## src/rtl/mac_accumulator_pkg.sv

```systemverilog
// Shared constants and state encoding for the product accumulator.
package mac_accumulator_pkg;

    typedef enum logic {
        ST_ACCUM = 1'b0,
        ST_HOLD  = 1'b1
    } state_t;

    localparam int DEFAULT_COUNT = 4;
    localparam int DEFAULT_ACC_W = 10;
    localparam int PROD_W        = 8;

endpackage

```

## src/rtl/mac_accumulator.sv

```systemverilog
// Sums COUNT consecutive 8-bit products into one result handed off over valid/ready.
// The sum wraps modulo 2^ACC_W; any wrap within a group is reported on ovf.
module mac_accumulator
    import mac_accumulator_pkg::*;
#(
    parameter int COUNT = DEFAULT_COUNT,
    parameter int ACC_W = DEFAULT_ACC_W
) (
    input  logic              clk,
    input  logic              rst,
    input  logic [PROD_W-1:0] product,
    input  logic              in_valid,
    output logic              in_ready,
    input  logic              clear,
    output logic [ACC_W-1:0]  sum,
    output logic              ovf,
    output logic              out_valid,
    input  logic              out_ready
);

    localparam int CNT_W = (COUNT > 2) ? $clog2(COUNT) : 1;
    localparam logic [CNT_W-1:0] CNT_LAST = CNT_W'(COUNT - 1);

    // Wrapping add; the MSB of the result is the carry out of the ACC_W-bit sum.
    function automatic logic [ACC_W:0] add_wrap(input logic [ACC_W-1:0] a,
                                                input logic [PROD_W-1:0] p);
        return {1'b0, a} + (ACC_W+1)'(p);
    endfunction

    state_t            state_q, state_d;
    logic [ACC_W-1:0]  acc;
    logic [CNT_W-1:0]  cnt;
    logic              ovf_int;
    logic              accept;
    logic              last;
    logic [ACC_W:0]    acc_next;

    assign accept   = in_valid & in_ready;
    assign last     = (cnt == CNT_LAST);
    assign acc_next = add_wrap(acc, product);

    always_comb begin
        state_d   = state_q;
        in_ready  = 1'b0;
        out_valid = 1'b0;
        case (state_q)
            ST_ACCUM: begin
                in_ready = ~rst;
                if (accept && last) state_d = ST_HOLD;
            end
            ST_HOLD: begin
                out_valid = 1'b1;
                if (out_ready) state_d = ST_ACCUM;
            end
            default: state_d = ST_ACCUM;
        endcase
        if (clear) state_d = ST_ACCUM;
    end

    always_ff @(posedge clk or posedge rst) begin
        if (rst) state_q <= ST_ACCUM;
        else     state_q <= state_d;
    end

    // clear wins over an accept in the same cycle, so that product is dropped.
    always_ff @(posedge clk or posedge rst) begin
        if (rst) begin
            acc     <= '0;
            cnt     <= '0;
            ovf_int <= 1'b0;
            sum     <= '0;
            ovf     <= 1'b0;
        end else if (clear) begin
            acc     <= '0;
            cnt     <= '0;
            ovf_int <= 1'b0;
        end else if (accept) begin
            if (last) begin
                sum     <= acc_next[ACC_W-1:0];
                ovf     <= ovf_int | acc_next[ACC_W];
                acc     <= '0;
                cnt     <= '0;
                ovf_int <= 1'b0;
            end else begin
                acc     <= acc_next[ACC_W-1:0];
                cnt     <= cnt + CNT_W'(1);
                ovf_int <= ovf_int | acc_next[ACC_W];
            end
        end
    end

endmodule

```

## config.mk

```make
export PLATFORM = sky130hd
export DESIGN_NAME = mac_accumulator
export DESIGN_NICKNAME = d
export VERILOG_FILES = /design/src/rtl/mac_accumulator_pkg.sv /design/src/rtl/mac_accumulator.sv
export SDC_FILE = /design/constraint.sdc
export NUM_CORES = 1
export LEC_CHECK = 0
export CORE_MARGIN = 5
export CORE_UTILIZATION = 45
export DETAILED_ROUTE_END_ITERATION = 10
export PLACE_DENSITY = 0.72
export SLEW_MARGIN = 20
export SYNTH_ARGS = -nofsm -noshare
export SYNTH_HDL_FRONTEND = slang
export SYNTH_SLANG_ARGS = --single-unit
```

## constraint.sdc

```tcl
create_clock -name clk -period 2.92 [get_ports clk]
set_input_delay 0.876 -clock clk [delete_from_list [all_inputs] [get_ports clk]]
set_output_delay 0.876 -clock clk [all_outputs]
set_load 0.1 [all_outputs]
```

After elaboration in Yosys (flattened, before gate mapping)
Index checks and enable logic that the tools add are counted.
{"block": "op_classes", "n_addsub": 2, "multipliers": 0, "div": 0, "magnitude_cmp": 0, "n_eq_ne": 1, "shifts": 0, "mux": 15, "bitwise_logic": 5, "reduce_logical": 3}
{"op": "$mux W10", "count": 3}
{"op": "$add A10 B8 Y11", "count": 1}
{"op": "$mux W1", "count": 8}
{"op": "$mux W2", "count": 3}
{"op": "$not A1 Y1", "count": 3}
{"op": "$reduce_and A3 Y1", "count": 1}
{"op": "$add A2 B1 Y2 const B", "count": 1}
{"op": "$eq A2 B2 Y1 const B", "count": 1}
{"op": "$pmux W1 S2", "count": 1}
{"op": "$reduce_bool A2 Y1", "count": 1}
{"op": "$and A1 B1 Y1", "count": 1}
{"op": "$logic_and A1 B1 Y1", "count": 1}
{"op": "$or A1 B1 Y1", "count": 1}
{"block": "totals", "register_bits": 25, "latch_bits": 0, "mem_bits_rw": 0, "rom_bits": 0, "word_cells": 32, "memories": 0}

Depth between registers and ports, before layout
{"block": "depth", "ltp_word": 7, "mapped_depth": 7}

Worst setup path after synthesis
Ideal clock, no wire load.
{"block": "synth_path", "kind": "register to output", "startpoint": "register state_q", "endpoint": "output in_ready", "arrival_ns": 2.252, "required_ns": 2.044, "setup_slack_ns": -0.208, "stages_incl_launch_ff": 2, "path_buffers": 0, "cell_sequence": "dfrtp_1 > nor2_1"}
{"block": "synth_between", "elab_chain_len": 1}
{"element": "start: declaration", "line": "mac_accumulator.sv:30", "text": "state_t state_q, state_d;"}
{"element": "start signal: assignment", "line": "mac_accumulator.sv:62", "text": "else state_q <= state_d;"}
{"element": "$mux W1", "line": "mac_accumulator.sv:46", "text": "case (state_q)"}
{"element": "end: declaration", "line": "mac_accumulator.sv:13", "text": "output logic in_ready,"}
No other way between the ends.

Worst setup path after layout
{"block": "layout_path", "startpoint": "input rst", "endpoint": "output in_ready"}
{"block": "layout_between", "elab_chain_len": 2}
{"element": "start: declaration", "line": "mac_accumulator.sv:10", "text": "input logic rst,"}
{"element": "$not A1 Y1", "line": "mac_accumulator.sv:48", "text": "in_ready = ~rst;"}
{"element": "$mux W1", "line": "mac_accumulator.sv:46"}
No other way between the ends.

==> metrics.cfg <==
[clocking]
cts_buffers = 3
clock_path_buffers = 2
path_clk_slew_ns = 0.13
cts_hold_buffers = 0
clock_latency_ns = 0.31
cts_setup_buffers = 0
htreeDepth = 1
cts_resized = 0
clk_root_buffer_cell = clkbuf_4
clock_sinks = 25
cts_tree = done

[route]
num_vias = 991
drc = 0
routed.top_layer = met4
drtAntennaViolNets = 0
m1WireLength_um = 1280
drt-initial-drc-count = 34
vias_per_cell = 5.63
wl_per_cell_um = 15.7
met3_length_um = 114
wl_met2_um = 1370
totalWireLength_um = 2770
dr.pass1.iters = 4

[synth]
ys_warn_count = 0
syn_nets = 139
synth_async_sr_flop_share_pct = 100
ys.flop_type = dfrtp_1
synth.most_common_cell = dfrtp_1
ys_top_cells_by_area = dfrtp_1 45%, ha_1 8.2%, a22o_1 5.7%
synth_common_cells = 25 x dfrtp_1, 9 x a22o_1, 9 x ha_1
netlist_area_um2 = 1380
syn-mean-instance-area_um2 = 11.9
ys_seq_area_share_pct = 45.4
synth_edf_count = 0
ys_ff_latch = 25
syn_inst = 116
yosys.area.top_type = dfrtp_1
synth_top_cell_area_share_pct = 45.4
netlist-cell-type-count = 36

[global_route]
gr-usage-all-layers_pct = 14.4
grt_pass1_vias = 1057
overflow = 0
grt_max_degree = 16
grt_antenna_before_repair = 0
grt_pass1_wl_um = 4840

[outcome]
status = finished, final reports clean

[sta]
max_freq_mhz = 374
setup_viol = 0
fin_tns_setup_ns = 0
worst_slew_pin_slew_ns = 1.01
min_period_ns = 2.67
final_hold_viol_count = 0
period_share_pct = 91.5
slew_viol_final = 0
skew_ns = 0.00665
relSlewSlack_pct = 32.5
rsz0062_at_grt = no

[place]
placedInstanceArea_um2 = 1650
io_buffers = 25
dp_hpwl_um = 2060
gp_congestion = 0.913

[critical_path]
end_kind = output pin
crit_required_ns = 2.04
criticalPathCategory = in -> out
cp_max_fo = 4
start_kind = input pin
cp.arrival_ns = 1.79

[final_layout]
num_antenna_cells = 0
fin_nets = 167
layout-drive-gt1-share_pct = 21.0
n_fill_cell = 271
syn_to_final_growth_pct = 21.5
stdcell_area_um2 = 1680

[floorplanning]
io_pins = 26
die-area_um2 = 4270
initial_core_util_pct = 45.9
die_h_um = 65.4
core-area_um2 = 3000
rows = 20
die_w_um = 65.4

[pwr]
peakVddDrop_v = 0.000282
power.density_nw_per_um2 = 425
leakagePower_nw = 0.849

[flow_run]
drv_cap = 0

[worst_hold_path]
hp-class = reg -> reg

-- routing by layer --
| metal | up-vias | GRT usage (%) |
|---|---|---|
| li1 | 480 | - |
| met1 | 491 | 18.6 |
| met2 | 18 | 25.3 |
| met3 | 2 | 3.93 |
| met4 | 0 | 0.777 |
| met5 | - | 0 |
-- worst max-delay path: stages --
cell and delay (ns):
clkdlybuf4s50_1 0.45, nor2_2 0.25, buf_12 0.21
-- area by class of cell --
class	instances	area, µm²	share of cell area (%)
multi-input cells	85	717	42.8
repair buffers	27	258	15.4
flip-flops and latches	25	626	37.3
well taps	33	41.3	2.46
inverters	2	7.51	0.448
clock buffers	4	26.3	1.57
-- path summary, 6_finish.rpt --
kind / slack, ns / cells past startpoint / start / endpoint
min: 0.50 / 2 / sum[8] / sum[8]
max reg2reg: 0.92 / 7 / acc[0] / sum[6]
min reg2reg: 0.50 / 2 / sum[8] / sum[8]
max: 0.25 / 3 / rst / in_ready
max in group asynchronous: 1.50 / 3 / rst / ovf
min in group asynchronous: 0.96 / 2 / rst / sum[4]
-- power by group --
group | internal [mW] | total [mW] | switching [mW]
combinational | 0.0747 | 0.189 | 0.114
sequential | 0.361 | 0.371 | 0.0102
clock | 0.0534 | 0.153 | 0.0991
-- metrics by stage --
stage,std cells,worst slack [ns],util [%],power [mW],hold WS (ns)
3_3_place_gp,172,0.0658,54.9,0.562,0.474
4_1_cts,176,0.256,55.8,0.722,0.513
2_1_floorplan,116,0.288,-,0.511,0.474
5_1_grt,176,0.196,55.8,0.752,0.546
3_5_place_dp,172,0.0246,54.9,0.567,0.483
6_report,176,0.249,55.8,0.713,0.504
-- logic make-up (layout without fill, tap and decap cells) --
group / count (synthesis) / count (layout) / synth area share [%]
compound gates: 33 / 33 / 17.2
xor+xnor: 8 / 8 / 5.08
fa+ha+maj: 10 / 10 / 9.62
buf+inv: 6 / 33 / 2.81
flops: 25 / 25 / 45.4
mux: 11 / 11 / 9.89
simple gates: 23 / 23 / 10.1
-- registers in the layout (all words and copies together) (netlist names) --
name	cells
acc	10
sum	10
cnt	2
ovf	1
ovf_int	1
state_q	1
-- cells in the final DEF (no fill, tap or decap), types with 4 or more instances in the layout --
cell type / netlist / layout
dfrtp_1: 25 / 25
buf_4: 0 / 13
clkdlybuf4s50_1: 0 / 12
a22o_1: 9 / 9
ha_1: 9 / 9
a21oi_1: 8 / 8
nand2_1: 7 / 7
xnor2_1: 4 / 4
mux2_4: 4 / 4
xor2_1: 4 / 4
nand2b_1: 4 / 4
mux2_1: 4 / 4
Note: power is estimated with default switching activity, not from simulation.
